### config.mk
export PLATFORM = sky130hd
export DESIGN_NAME = dmem_ctrl
export DESIGN_NICKNAME = d
export VERILOG_FILES = /design/src/rtl/dmem_ctrl_pkg.sv /design/src/rtl/dmem_ctrl_store_buffer.sv /design/src/rtl/dmem_ctrl.sv
export SDC_FILE = /design/constraint.sdc
export NUM_CORES = 1
export LEC_CHECK = 0
export ABC_AREA = 1
export ABC_CLOCK_PERIOD_IN_PS = 10800
export BUFFER_PORTS_ARGS = -buffer_cell sky130_fd_sc_hd__buf_2
export CAP_MARGIN = 20
export CORE_ASPECT_RATIO = 1.25
export CORE_UTILIZATION = 55
export CTS_CLUSTER_DIAMETER = 100
export DETAILED_ROUTE_END_ITERATION = 6
export GPL_TIMING_DRIVEN = 0
export PLACE_DENSITY = 0.84
export SYNTH_ARGS = -nofsm -noshare
export SYNTH_HDL_FRONTEND = slang
export SYNTH_HIERARCHICAL = 1
export SYNTH_SLANG_ARGS = --single-unit
### constraint.sdc
create_clock -name clk -period 10.8 [get_ports clk]
set_input_delay 1.08 -clock clk [delete_from_list [all_inputs] [get_ports clk]]
set_output_delay 1.08 -clock clk [all_outputs]
set_load 0.005 [all_outputs]
### src/rtl/dmem_ctrl_pkg.sv
// Shared definitions for the data-memory controller: word width and FSM states.
package dmem_ctrl_pkg;

    localparam int WORD_WIDTH  = 32;
    localparam int DMC_STATE_W = 2;

    typedef enum logic [DMC_STATE_W-1:0] {
        DMC_IDLE    = 2'd0,
        DMC_RD_REQ  = 2'd1,
        DMC_RD_WAIT = 2'd2,
        DMC_WR_REQ  = 2'd3
    } dmc_state_e;

endpackage

### src/rtl/dmem_ctrl_store_buffer.sv
// Circular store buffer with youngest-match load forwarding.
module store_buffer #(
    parameter int W        = 32,
    parameter int SB_DEPTH = 2
) (
    input  logic         clk,
    input  logic         rst,
    input  logic         push,
    input  logic [W-3:0] push_addr,
    input  logic [W-1:0] push_data,
    input  logic         pop,
    output logic         full,
    output logic         empty,
    output logic [W-3:0] head_addr,
    output logic [W-1:0] head_data,
    input  logic [W-3:0] lk_addr,
    output logic         lk_hit,
    output logic [W-1:0] lk_data
);

    localparam int PW = $clog2(SB_DEPTH);
    localparam int CW = $clog2(SB_DEPTH + 1);

    logic [SB_DEPTH-1:0] valid_q, valid_d;
    logic [PW-1:0]       head_q, head_d;
    logic [PW-1:0]       tail_q, tail_d;
    logic [CW-1:0]       count_q, count_d;
    logic [W-3:0]        addr_q [SB_DEPTH];
    logic [W-3:0]        addr_d [SB_DEPTH];
    logic [W-1:0]        data_q [SB_DEPTH];
    logic [W-1:0]        data_d [SB_DEPTH];
    logic [PW-1:0]       idx;

    assign full      = (count_q == CW'(SB_DEPTH));
    assign empty     = (count_q == '0);
    assign head_addr = addr_q[head_q];
    assign head_data = data_q[head_q];

    // Next-state for pointers, count and entries; pop is applied before push so a
    // full-buffer push may reuse the slot being drained in the same cycle.
    always_comb begin
        valid_d = valid_q;
        head_d  = head_q;
        tail_d  = tail_q;
        addr_d  = addr_q;
        data_d  = data_q;
        if (pop) begin
            valid_d[head_q] = 1'b0;
            head_d          = head_q + PW'(1);
        end
        if (push) begin
            valid_d[tail_q] = 1'b1;
            addr_d[tail_q]  = push_addr;
            data_d[tail_q]  = push_data;
            tail_d          = tail_q + PW'(1);
        end
        count_d = count_q + CW'(push) - CW'(pop);
    end

    // Forwarding: scan from the youngest entry (tail-1) back toward head, first hit wins.
    always_comb begin
        lk_hit  = 1'b0;
        lk_data = '0;
        idx     = '0;
        for (int i = 1; i <= SB_DEPTH; i++) begin
            idx = tail_q - PW'(i);
            if (!lk_hit && valid_q[idx] && (addr_q[idx] == lk_addr)) begin
                lk_hit  = 1'b1;
                lk_data = data_q[idx];
            end
        end
    end

    // Control state: reset drops every buffered store.
    always_ff @(posedge clk or negedge rst) begin
        if (!rst) begin
            valid_q <= '0;
            head_q  <= '0;
            tail_q  <= '0;
            count_q <= '0;
        end else begin
            valid_q <= valid_d;
            head_q  <= head_d;
            tail_q  <= tail_d;
            count_q <= count_d;
        end
    end

    // Entry payload storage; only meaningful where the valid bit is set.
    always_ff @(posedge clk) begin
        addr_q <= addr_d;
        data_q <= data_d;
    end

endmodule

### src/rtl/dmem_ctrl.sv
// Data-memory controller: store buffering, load forwarding, RAM sequencing, stall.
module dmem_ctrl
    import dmem_ctrl_pkg::*;
#(
    parameter int W        = WORD_WIDTH,
    parameter int SB_DEPTH = 2
) (
    input  logic         clk,
    input  logic         rst,
    input  logic         load_en,
    input  logic [W-1:0] l_addr,
    output logic [W-1:0] l_data,
    input  logic         store_en,
    input  logic [W-1:0] s_addr,
    input  logic [W-1:0] s_data,
    output logic         mem_stall,
    output logic         ram_req,
    output logic         ram_we,
    output logic [W-1:0] ram_addr,
    output logic [W-1:0] ram_wdata,
    input  logic         ram_gnt,
    input  logic [W-1:0] ram_rdata,
    input  logic         ram_rvalid
);

    dmc_state_e   state_q, state_d;
    logic [W-1:0] l_data_q, l_data_d;
    logic         ram_req_q, ram_req_d;
    logic         ram_we_q, ram_we_d;
    logic [W-1:0] ram_addr_q, ram_addr_d;
    logic [W-1:0] ram_wdata_q, ram_wdata_d;

    logic         sb_push, sb_pop, sb_full, sb_empty, sb_hit;
    logic [W-3:0] sb_head_addr;
    logic [W-1:0] sb_head_data, sb_lk_data;
    logic         rd_done, load_done, miss_stall, full_stall, pair_stall;
    logic         unused_addr_bits;

    // Word addressing: the byte-offset bits of a store are irrelevant.
    assign unused_addr_bits = ^s_addr[1:0];

    store_buffer #(.W(W), .SB_DEPTH(SB_DEPTH)) u_sb (
        .clk       (clk),
        .rst       (rst),
        .push      (sb_push),
        .push_addr (s_addr[W-1:2]),
        .push_data (s_data),
        .pop       (sb_pop),
        .full      (sb_full),
        .empty     (sb_empty),
        .head_addr (sb_head_addr),
        .head_data (sb_head_data),
        .lk_addr   (l_addr[W-1:2]),
        .lk_hit    (sb_hit),
        .lk_data   (sb_lk_data)
    );

    // Stall sources and store acceptance; a load paired with a store goes first.
    always_comb begin
        rd_done    = (state_q == DMC_RD_WAIT) && ram_rvalid;
        sb_pop     = (state_q == DMC_WR_REQ) && ram_gnt;
        load_done  = load_en && (sb_hit || rd_done);
        miss_stall = load_en && !sb_hit && !rd_done;
        full_stall = store_en && sb_full && !sb_pop;
        pair_stall = store_en && load_en && !load_done;
        mem_stall  = rst && (miss_stall || full_stall || pair_stall);
        sb_push    = store_en && !full_stall && !pair_stall;
    end

    // FSM next state, RAM request registers and load-data capture.
    always_comb begin
        state_d     = state_q;
        l_data_d    = l_data_q;
        ram_req_d   = ram_req_q;
        ram_we_d    = ram_we_q;
        ram_addr_d  = ram_addr_q;
        ram_wdata_d = ram_wdata_q;
        if (load_en && sb_hit) begin
            l_data_d = sb_lk_data;
        end
        unique case (state_q)
            DMC_IDLE: begin
                if (load_en && !sb_hit) begin
                    state_d    = DMC_RD_REQ;
                    ram_req_d  = 1'b1;
                    ram_we_d   = 1'b0;
                    ram_addr_d = l_addr;
                end else if (!sb_empty) begin
                    state_d     = DMC_WR_REQ;
                    ram_req_d   = 1'b1;
                    ram_we_d    = 1'b1;
                    ram_addr_d  = {sb_head_addr, 2'b00};
                    ram_wdata_d = sb_head_data;
                end
            end
            DMC_RD_REQ: begin
                if (ram_gnt) begin
                    state_d   = DMC_RD_WAIT;
                    ram_req_d = 1'b0;
                end
            end
            DMC_RD_WAIT: begin
                if (ram_rvalid) begin
                    state_d  = DMC_IDLE;
                    l_data_d = ram_rdata;
                end
            end
            DMC_WR_REQ: begin
                if (ram_gnt) begin
                    state_d   = DMC_IDLE;
                    ram_req_d = 1'b0;
                    ram_we_d  = 1'b0;
                end
            end
            default: state_d = DMC_IDLE;
        endcase
    end

    // Registered state and outputs; reset abandons any outstanding access.
    always_ff @(posedge clk or negedge rst) begin
        if (!rst) begin
            state_q     <= DMC_IDLE;
            l_data_q    <= '0;
            ram_req_q   <= 1'b0;
            ram_we_q    <= 1'b0;
            ram_addr_q  <= '0;
            ram_wdata_q <= '0;
        end else begin
            state_q     <= state_d;
            l_data_q    <= l_data_d;
            ram_req_q   <= ram_req_d;
            ram_we_q    <= ram_we_d;
            ram_addr_q  <= ram_addr_d;
            ram_wdata_q <= ram_wdata_d;
        end
    end

    assign l_data    = l_data_q;
    assign ram_req   = ram_req_q;
    assign ram_we    = ram_we_q;
    assign ram_addr  = ram_addr_q;
    assign ram_wdata = ram_wdata_q;

endmodule

# After elaboration in Yosys (flattened, before gate mapping)
# Index checks and enable logic that the tools add are counted.
# totals
elab_cells,142
register_bits,230
output_inout_bits,99
inputBits,134
# classes
add_sub_neg,5
n_mux,55
reduce_logical,39
n_eq_ne,12
order_cmp,9
n_bitwise,8
# ops
op,count
$mux W32,17
$mux W30,10
$bwmux W64,1
$bwmux W60,1
$eq A30 B30 Y1,2
$demux W32 S1,1
$demux W30 S1,1
$logic_and A1 B1 Y1,19
$mux W2,7
$mux W1,12
$reduce_and A3 Y1,3
$pmux W2 S4,1
$logic_not A1 Y1,7
$eq A2 B2 Y1 const B,3
$ge A2 B2 Y1 const B,3
$lt A1 B2 Y1 const B,3
$ne A2 B2 Y1 const B,3
$not A1 Y2,3
$logic_not A2 Y1,2
$ne A2 B1 Y1 const B,2
$pmux W1 S2,2
$reduce_and A4 Y1,1
$reduce_bool A2 Y1,2
$logic_or A1 B1 Y1,3
15 further kinds,19

# Longest topological paths before layout
# Gate-level depths: netlist of run 1.
# logic_depth
word_depth,20
mapped_depth,24
mapped_depth_nobuf,18

# By module
# Netlist of run 1, hierarchy kept.
# by_module_without_submodules
module,cells_per_inst,area_each_um2,seq_area_each_um2,n_inst
store_buffer,1076,7870.0,3873.7,1
dmem_ctrl,608,4777.1,2502.4,1

# Least setup slack after synthesis of run 1
# OpenSTA, ideal clock, no wires.
# synth_path
path_type,input to register
startpoint,input l_addr[14]
endpoint,"register u_sb/addr_q[30] (netlist bit), enable pin"
stages,16
t_required_ns,10.317
n_path_buf,2
arrival_time_ns,5.160
slack_ns,5.158
setup_time_ns,0.483
path_cell_list,inv_1 > nand3_1 > nand2_1 > nand2_1 > nor2_1 > nand2_1 > nor2_2 > nand2_1 > buf_2 > o21ai_0 > buf_4 > nor2_4 > nand2_1 > and3_1 > inv_1 > nor2_1
# synth_between
elab_chain_cells,13
elab_cells_between_ends,14
cone_classes,eq/ne: 2; mux: 2; reduce/logical: 10
# synth_rtl
element,line,text
"start, declared",dmem_ctrl.sv:11,"input logic [W-1:0] l_addr,"
$eq A30 B30 Y1,dmem_ctrl_store_buffer.sv:67,if (!lk_hit && valid_q[idx] && (addr_q[idx] == lk_addr)) begin
$logic_and A1 B1 Y1,dmem_ctrl_store_buffer.sv:67,
$mux W1,dmem_ctrl_store_buffer.sv:67,
$logic_not A1 Y1,dmem_ctrl_store_buffer.sv:67,
$logic_and A1 B1 Y1 (2 in series),dmem_ctrl_store_buffer.sv:67,
$mux W1 (*),dmem_ctrl_store_buffer.sv:67,
named net sb_hit,dmem_ctrl.sv:33,"logic sb_push, sb_pop, sb_full, sb_empty, sb_hit;"
$logic_or A1 B1 Y1 (*),dmem_ctrl.sv:62,load_done = load_en && (sb_hit || rd_done);
$logic_and A1 B1 Y1 (*),dmem_ctrl.sv:62,
$logic_not A1 Y1 (*),dmem_ctrl.sv:65,pair_stall = store_en && load_en && !load_done;
$logic_and A1 B1 Y1 (*),dmem_ctrl.sv:65,
$logic_not A1 Y1 (*),dmem_ctrl.sv:67,sb_push = store_en && !full_stall && !pair_stall;
$logic_and A1 B1 Y1 (*),dmem_ctrl.sv:67,
named net sb_push,dmem_ctrl.sv:33,
"end signal, assigned",dmem_ctrl_store_buffer.sv:91,addr_q <= addr_d;
"end, declared",dmem_ctrl_store_buffer.sv:28,logic [W-3:0] addr_q [SB_DEPTH];
# Mark *: on every way through the listed nets, which the timed path passes. The rest lies on a longest branch.
# A chain may end at the register's enable or synchronous reset.

# Worst setup path after layout of run 1
# layout_path
startpoint,register u_sb.tail_q
endpoint,output mem_stall
# layout_between
elab_chain_cells,18
elab_cells_between_ends,31
cone_classes,add/sub: 1; eq/ne: 2; mux: 12; bitwise: 2; reduce/logical: 14
# layout_rtl
element,line,text
"start, declared",dmem_ctrl_store_buffer.sv:26,"logic [PW-1:0] tail_q, tail_d;"
"start signal, assigned",dmem_ctrl_store_buffer.sv:84,tail_q <= tail_d;
$sub A1 B1 Y1,dmem_ctrl_store_buffer.sv:66,idx = tail_q - PW'(i);
$not A1 Y2 (implied by the code),dmem_ctrl_store_buffer.sv:67,
$mux W30 (implied by the code) (3 in series),dmem_ctrl_store_buffer.sv:67,
$eq A30 B30 Y1,dmem_ctrl_store_buffer.sv:67,
$logic_and A1 B1 Y1,dmem_ctrl_store_buffer.sv:67,
$mux W1,dmem_ctrl_store_buffer.sv:67,
$logic_not A1 Y1,dmem_ctrl_store_buffer.sv:67,
$logic_and A1 B1 Y1 (2 in series),dmem_ctrl_store_buffer.sv:67,
$mux W1 (*),dmem_ctrl_store_buffer.sv:67,
named net sb_hit,dmem_ctrl.sv:33,
$logic_not A1 Y1 or $logic_or A1 B1 Y1 (tied branches),"dmem_ctrl.sv:63, dmem_ctrl.sv:62",
"$logic_and A1 B1 Y1, on equally long branches","dmem_ctrl.sv:63, dmem_ctrl.sv:62",
$logic_and A1 B1 Y1 or $logic_not A1 Y1 (tied branches),"dmem_ctrl.sv:63, dmem_ctrl.sv:65",
$logic_or A1 B1 Y1 or $logic_and A1 B1 Y1 (tied branches),"dmem_ctrl.sv:66, dmem_ctrl.sv:65",
$logic_or A1 B1 Y1 (*),dmem_ctrl.sv:66,mem_stall = rst && (miss_stall || full_stall || pair_stall);
$logic_and A1 B1 Y1 (*),dmem_ctrl.sv:66,
"end, declared",dmem_ctrl.sv:16,"output logic mem_stall,"
# Mark *: on every way through the listed nets, which the timed path passes. The rest lies on a longest branch. The select of a mux whose other input is x is not followed.

==> impl_metrics.csv, run 1 <==
group,metric,value,unit
clocking,clkSlewWorstSetupHoldPaths,60,ps
final_layout,seq_area,6380,um^2
placed_design,gp_congestion,0.969,
sta,hold_violations,0,
power_and_ir_drop,cellLeakagePower,0.00778,uW
sta,slew_headroom,36.6,%
final_layout,fillers,1903,
power_and_ir_drop,total_power,3840,uW
global_routing,first_global_vias,11873,
global_routing,grt_start_max_net_pins,63,
yosys,syn_avg_cell_area,7.51,um^2
floorplanning,coreArea,22400,um^2
final_layout,layout_common_cells,"794 x nand2_1, 271 x buf_2, 202 x nand3_1",
hold_path,min_path_type,"flop to flop",
clocking,cts_tree,"built",
clocking,cts_resized,0,
floorplanning,row_count,61,
global_routing,grt_use_total,34.1,%
yosys,synth_cell_types,29,
setup_path,path_max_fanout,10,
placed_design,io_buffers,229,
route,drt_iter0_drc,1488,
setup_path,arrival,3680,ps
setup_path,worst_setup_path_start_kind,"flop",
clocking,insertion_delay,530,ps
route,wl,39.9,mm
yosys,synthesis.nets,1825,
sta,layout_setup_ws,6040,ps
clocking,post_cts_buffers,0,
final_layout,multi_input_area,5350,um^2
sta,report.final.slew_viol_count,0,
floorplanning,die_h,172,um
floorplanning,initial_utilization,56.4,%
final_layout,synthToLayoutAreaGrowth,18.6,%
sta,fmax,210,MHz
route,dr_total_vias,12516,
final_layout,drive_gt1_share,17.9,%
yosys,synth_area,12600,um^2
sta,finClkSkew,14.9,ps
clocking,cts_num_sinks,230,
final_layout,fin_area,15000,um^2
sta,worst_pin_slew,951,ps
sta,final.setup.tns,0,ps
yosys,ys_warn_count,6,
run,cap_violations,0,
floorplanning,ios,233,
power_and_ir_drop,peakVddDrop,0.163,mV
yosys,yosysSeqAreaShare,50.4,%
yosys,synthArstFlopShare,46.1,%
final_layout,final_common_cell,"nand2_1",
sta,setup_violations,0,
clocking,htree_levels,1,
floorplanning,dieArea,23600,um^2
global_routing,grt_remaining_overflow,0,
clocking,cts_max_path_buffers,3,
route,drt-pass1-iter-count,7,
power_and_ir_drop,p_per_area,256,nW/um^2
yosys,syn-instance-count,1684,
setup_path,worstSetupPathType,"flop to output pin",
clocking,cts_inserted_buffers,24,
sta,period_share,44.1,%
placed_design,dp_hpwl,29.3,mm
sta,rsz0062_at_grt,"no",
yosys,synth-seq-cells,230,
placed_design,dpl_worst_slack,6300,ps
route,routedWlPerCell,17.8,um
global_routing,grt_pass1_wl,61.0,mm
route,drc,0,
yosys,synth-main-ff-cell,"edfxtp_1",
setup_path,worst_setup_path_end_kind,"output pin",
setup_path,crit_required,9720,ps
final_layout,fin_nets,2083,
clocking,cts-root-buf,"clkbuf_16",
run_status,status,"completed",
floorplanning,die_x,138,um
route,viasPerCell,5.58,
global_routing,grt_antenna_before_repair,1,
clocking,cts_hold_buf,0,
sta,period_minus_slack,4760,ps
placed_design,placed_cell_area,14200,um^2
route,postRouteAntennaNets,0,
yosys,synth_edf_count,124,
final_layout,final_util,66.9,%
-- synthesized netlist by cell type (all sizes together) (2+ instances only) --
library cell / number / area (um^2)
a21oi: 2 / 21.3
xnor2: 2 / 17.5
dfrtp: 106 / 2650
nand3: 202 / 1010
xor2: 3 / 26.3
nand4: 4 / 25.0
buf: 66 / 399
o21ai: 117 / 586
nand2: 804 / 3050
a31oi: 32 / 200
edfxtp: 124 / 3720
ha: 7 / 87.6
inv: 112 / 425
clkbuf: 28 / 105
nor2: 72 / 298
-- worst max-delay path, stage by stage, from the launching register on --
cell and delay, ps:
dfrtp_1 340, buf_4 220, buf_2 340, nand2_1 80, o21ai_0 100, xor2_1 170
nor2_1 60, nand2_1 120, nor2_2 110, nand2_1 180, buf_2 250, o21ai_0 110
buf_4 190, nor2_4 230, nand2_1 90, a21boi_0 360, buf_2 190
-- cell families after synthesis --
logic type,after synthesis,share of synthesized area [%]
xor+xnor,5,0.346
simple gates,1083,34.7
compound gates,153,6.50
flops,230,50.4
fa+ha+maj,7,0.692
buf+inv,206,7.35
-- report_power, final --
group	internal, uW	leakage [uW]	switching [uW]
Sequential	1200	0.00241	140
Combinational	557	0.00499	1140
Clock	469	0.000373	343
Total	2230	0.00778	1620
-- worst paths after layout --
kind / cells past startpoint / to / slack, ps / from
min in group asynchronous: 1 / ram_wdata[5]$_DFFE_PN0P_ / 580 / rst
setup reg to reg: 19 / u_sb/addr_q[6]$_DFFE_PP_ / 6530 / u_sb/tail_q$_DFFE_PN0P_
setup / recovery: 16 / mem_stall / 6040 / u_sb/tail_q$_DFFE_PN0P_
max in group asynchronous: 2 / ram_addr[28]$_DFFE_PN0P_ / 9470 / rst
hold / removal: 2 / ram_wdata[0]$_DFFE_PN0P_ / 470 / ram_wdata[0]$_DFFE_PN0P_
hold reg to reg: 2 / ram_wdata[0]$_DFFE_PN0P_ / 470 / ram_wdata[0]$_DFFE_PN0P_
-- flip-flops by register name, summed over array words and instances, names as in the netlist, 2 cells and up --
register and cells:
u_sb/data_q 64, ram_addr 32, ram_wdata 32, u_sb/valid_q 2
l_data 32, u_sb/count_q 2, state_q 2, u_sb/addr_q 60
-- routing by layer --
metal | vias to the layer above | wire, um | part of all wire (%) | track usage [%]
met1 | 5747 | 14700 | 37 | 40.6
met5 | - | 0 | 0 | 0
met3 | 116 | 3540 | 8.9 | 4.72
li1 | 5946 | - | - | -
met2 | 707 | 20000 | 50 | 59.9
met4 | 0 | 1760 | 4.4 | 16.6
-- cell type report --
cell class | instances | area share (%)
Antenna cell | 2 | 0.0334
Buffer | 94 | 3.36
Clock buffer | 36 | 4.64
Clock inverter | 8 | 0.459
Inverter | 112 | 2.85
Multi-Input combinational cell | 1248 | 35.6
Sequential cell | 230 | 42.5
Tap cell | 283 | 2.36
Timing Repair Buffer | 232 | 8.15
-- through the flow --
stage          hold WS, ps  std cells
2_1_floorplan          464       1684
3_3_place_gp           451       2196
3_5_place_dp           453       2199
4_1_cts                468       2243
5_1_grt                491       2244
6_report               465       2245
Note: power is estimated with default switching activity, not from simulation.
==> inputs of run 2 (changes only) <==
--- a/config.mk
+++ b/config.mk
@@ -5,16 +5,16 @@
 export SDC_FILE = /design/constraint.sdc
 export NUM_CORES = 1
 export LEC_CHECK = 0
-export ABC_AREA = 1
-export ABC_CLOCK_PERIOD_IN_PS = 10800
+export ABC_AREA = 0
+export ABC_CLOCK_PERIOD_IN_PS = 4100
 export BUFFER_PORTS_ARGS = -buffer_cell sky130_fd_sc_hd__buf_2
 export CAP_MARGIN = 20
 export CORE_ASPECT_RATIO = 1.25
-export CORE_UTILIZATION = 55
+export CORE_UTILIZATION = 50
 export CTS_CLUSTER_DIAMETER = 100
 export DETAILED_ROUTE_END_ITERATION = 6
 export GPL_TIMING_DRIVEN = 0
-export PLACE_DENSITY = 0.84
+export PLACE_DENSITY = 0.81
 export SYNTH_ARGS = -nofsm -noshare
 export SYNTH_HDL_FRONTEND = slang
 export SYNTH_HIERARCHICAL = 1
==> constraint.sdc (replaced) <==
create_clock -name clk -period 4.1 [get_ports clk]
set_input_delay 0.41 -clock clk [delete_from_list [all_inputs] [get_ports clk]]
set_output_delay 0.41 -clock clk [all_outputs]
set_load 0.005 [all_outputs]
==> run 2 against run 1 <==
Against the previous run: the flow now finishes with violations (DRC); first-iteration DRC count is 51% lower; synthesized cell count decreased by 46%; combinational power increased by 130%; non-clock buffer count is 14 lower; critical path type unchanged; highest routed layer unchanged.
==> impl_metrics.csv, run 2 <==
group,metric,value,unit
run_status,status,"finished with violations",
run_status,violations,"DRC",
clocking,cts_max_path_buffers,3,
final_layout,largest_reg_flops,64,
clocking,clkSlewWorstSetupHoldPaths,70,ps
route,postRouteAntennaNets,0,
setup_path,worst_setup_path_start_kind,"flop",
power_and_ir_drop,switching_share,34.2,%
route,wl,32.5,mm
sta,setup_violations,0,
floorplanning,initial_utilization,50.9,%
yosys,synth_common_cells,"124 x edfxtp_1, 106 x dfrtp_1, 94 x mux2_2, 90 x mux2i_1, 69 x nand2_1",
run,cap_violations,0,
setup_path,worstSetupPathType,"flop to output pin",
route,viasPerCell,5.90,
floorplanning,row_count,62,
sta,report.final.slew_viol_count,0,
global_routing,grt_use_total,27.1,%
clocking,cts_num_sinks,230,
yosys,synth_cell_types,43,
yosys,yosysTopAreaCell,"edfxtp_1",
power_and_ir_drop,peakVddDrop,0.499,mV
yosys,syn_avg_cell_area,12.8,um^2
sta,slew_headroom,43.7,%
yosys,synth-main-ff-cell,"edfxtp_1",
yosys,synth-seq-cells,230,
power_and_ir_drop,p_clk_share,21.9,%
global_routing,grtUsageMet3,4.87,%
clocking,htree_levels,1,
floorplanning,dieArea,24000,um^2
yosys,synthesis.nets,1050,
floorplanning,die_x,139,um
global_routing,grt_antenna_before_repair,11,
power_and_ir_drop,total_power,9660,uW
placed_design,placed_cell_area,13300,um^2
setup_path,path_max_fanout,10,
route,drt-pass1-iter-count,7,
clocking,cts-root-buf,"clkbuf_16",
global_routing,busiest_layer,"met2",
sta,fmax,261,MHz
yosys,synth_edf_count,124,
final_layout,layout_common_cells,"247 x buf_2, 124 x edfxtp_1, 106 x dfrtp_1",
sta,whs,83.8,ps
clocking,insertion_delay,510,ps
clocking,cts_inserted_buffers,24,
power_and_ir_drop,intPower,6360,uW
floorplanning,die_h,173,um
hold_path,hold_depth,1,
yosys,synth_top_area_share,31.9,%
hold_path,whs_endpoint,"u_sb/addr_q[14]$_DFFE_PP_",
global_routing,grt_pass1_wl,50.3,mm
route,drt_iter0_drc,734,
global_routing,use_met1,33.5,%
sta,period_share,93.6,%
power_and_ir_drop,p_seq_share,37.3,%
power_and_ir_drop,p_per_area,674,nW/um^2
setup_path,worst_r2r_endpoint,"u_sb/addr_q[40]$_DFFE_PP_",
placed_design,io_buffers,230,
sta,period_minus_slack,3840,ps
floorplanning,coreArea,23000,um^2
yosys,synthArstFlopShare,46.1,%
setup_path,reg2reg_depth,16,
route,drc,28,
setup_path,worst_setup_path_end_kind,"output pin",
yosys,synthTopCellsByArea,"edfxtp_1 32%, dfrtp_1 23%, mux2_2 9.1%",
final_layout,reg_top3,"u_sb/data_q x64, u_sb/addr_q x60",
yosys,synth_area,11700,um^2
sta,worst_pin_slew,845,ps
final_layout,largest-register,"u_sb/data_q",
yosys,yosysSeqAreaShare,54.6,%
sta,hold_violations,0,
final_layout,synthToLayoutAreaGrowth,22.8,%
hold_path,min_from,"s_addr[16]",
clocking,cts_tree,"built",
final_layout,drive_gt1_share,36.1,%
yosys,synth.most_common_cell,"edfxtp_1",
global_routing,grt_remaining_overflow,0,
global_routing,first_global_vias,9169,
global_routing,use_met2,46.2,%
yosys,syn-instance-count,909,
final_layout,final_common_cell,"buf_2",
final_layout,fin_area,14300,um^2
power_and_ir_drop,switchingPower,3300,uW
setup_path,r2r_start,"u_sb/tail_q$_DFFE_PN0P_",
yosys,ys_warn_count,6,
sta,finClkSkew,11.4,ps
sta,rsz0062_at_grt,"no",
setup_path,arrival,3430,ps
setup_path,r2r_setup_slack,270,ps
placed_design,gp_congestion,0.829,
hold_path,min_path_type,"primary input to flop",
final_layout,fin_nets,1325,
route,routedWlPerCell,21.7,um
power_and_ir_drop,p_comb_share,40.8,%
route,dr_total_vias,8855,
global_routing,grt_start_max_net_pins,85,
power_and_ir_drop,cellLeakagePower,0.00595,uW
floorplanning,ios,233,
setup_path,crit_required,3690,ps
placed_design,dp_hpwl,22.2,mm
==> run 2: cell count changes after synthesis, moves of 33 or more <==
cell / before / now
mux2_1: 0 / 62
nand2_1: 794 / 69
nand3_1: 202 / 67
nor2_1: 67 / 5
xnor2_1: 2 / 54
mux2_2: 0 / 94
mux2i_1: 0 / 90
inv_1: 107 / 9
a21oi_1: 1 / 34
o21ai_0: 115 / 32
==> run 2: layer usage <==
metal	part of all wire, %	vias up
li1	-	3947
met1	39	4432
met2	50	393
met3	7.2	83
met4	4.1	0
met5	0	-
==> run 2: metrics by stage <==
step / setup TNS [ps] / utilization, % / setup WS (ps) / std cells
floorplan: 0 / - / 4.28 / 909
global placement: -182280 / 57.5 / -1600 / 1427
detailed placement: -74900 / 57.9 / -737 / 1431
CTS: 0 / 61.9 / 20.5 / 1480
global route: 0 / 62.4 / 131 / 1497
finish: 0 / 62.5 / 261 / 1500
==> run 2: timing repair <==
item                                   4_1_cts  5_1_grt
hold buffers                                 1        0
cloned                                       1        0
pin swaps                                    8        7
buffers inserted                             7        9
endpoints found under the hold margin       22        0
setup endpoints to repair                  158      126
resized for setup                           21        9
==> run 2: worst max-delay path, stage by stage (launching register included) <==
cell and delay, ps:
dfrtp_1 350, buf_2 160, buf_12 150, buf_4 150
mux2i_2 150, xnor2_1 130, nor4_2 320, nand4_1 270
nor4_4 410, buf_6 160, or2_4 130, nor2b_4 50
buf_6 140, nand2b_1 80, a21boi_0 110, buf_2 150
==> run 2: how the worst max path moves through the flow <==
stage                            start                   endpoint  slack (ps)  cells past startpoint
2_1_floorplan  u_sb/tail_q$_DFFE_PN0P_  u_sb/addr_q[30]$_DFFE_PP_           4                     17
3_3_place_gp   u_sb/tail_q$_DFFE_PN0P_  u_sb/addr_q[38]$_DFFE_PP_       -1600                     16
3_5_place_dp   u_sb/tail_q$_DFFE_PN0P_  u_sb/data_q[47]$_DFFE_PP_        -740                     17
4_1_cts        u_sb/tail_q$_DFFE_PN0P_                  mem_stall          20                     15
5_1_grt        u_sb/tail_q$_DFFE_PN0P_                  mem_stall         130                     15
6_report       u_sb/tail_q$_DFFE_PN0P_                  mem_stall         260                     15
==> run 2: kinds of logic (layout without fill, tap and decap cells) <==
logic type | count (synthesis) | count (layout) | share of synthesized area (%)
multiplexers | 246 | 246 | 22.8
flip-flops | 230 | 230 | 54.6
AND/OR/NAND/NOR | 175 | 176 | 7.30
AO/OA/AOI/OAI | 112 | 112 | 6.17
buffers and inverters | 73 | 363 | 3.46
XOR/XNOR | 66 | 66 | 4.95
adder cells (fa/ha/maj) | 7 | 7 | 0.750
other | 0 | 12 | 0
==> run 2: cell type report <==
type,count,area (um^2)
diodes,12,30.0
plain buffers,61,414
clock buffers,31,678
clock inverters,11,82.6
fillers,1804,8620
inverters,9,33.8
multi-input cells,607,4970
flip-flops and latches,230,6380
well taps,288,360
repair buffers,251,1400
==> run 2: power groups by stage <==
stage / Sequential, uW / Clock [uW] / Combinational (uW)
after floorplan: 3620 / 0 / 2340
after global placement: 3610 / 0 / 3620
after detailed placement: 3640 / 0 / 3750
after CTS: 3600 / 2150 / 3910
after global routing: 3700 / 2230 / 4240
final: 3610 / 2120 / 3940
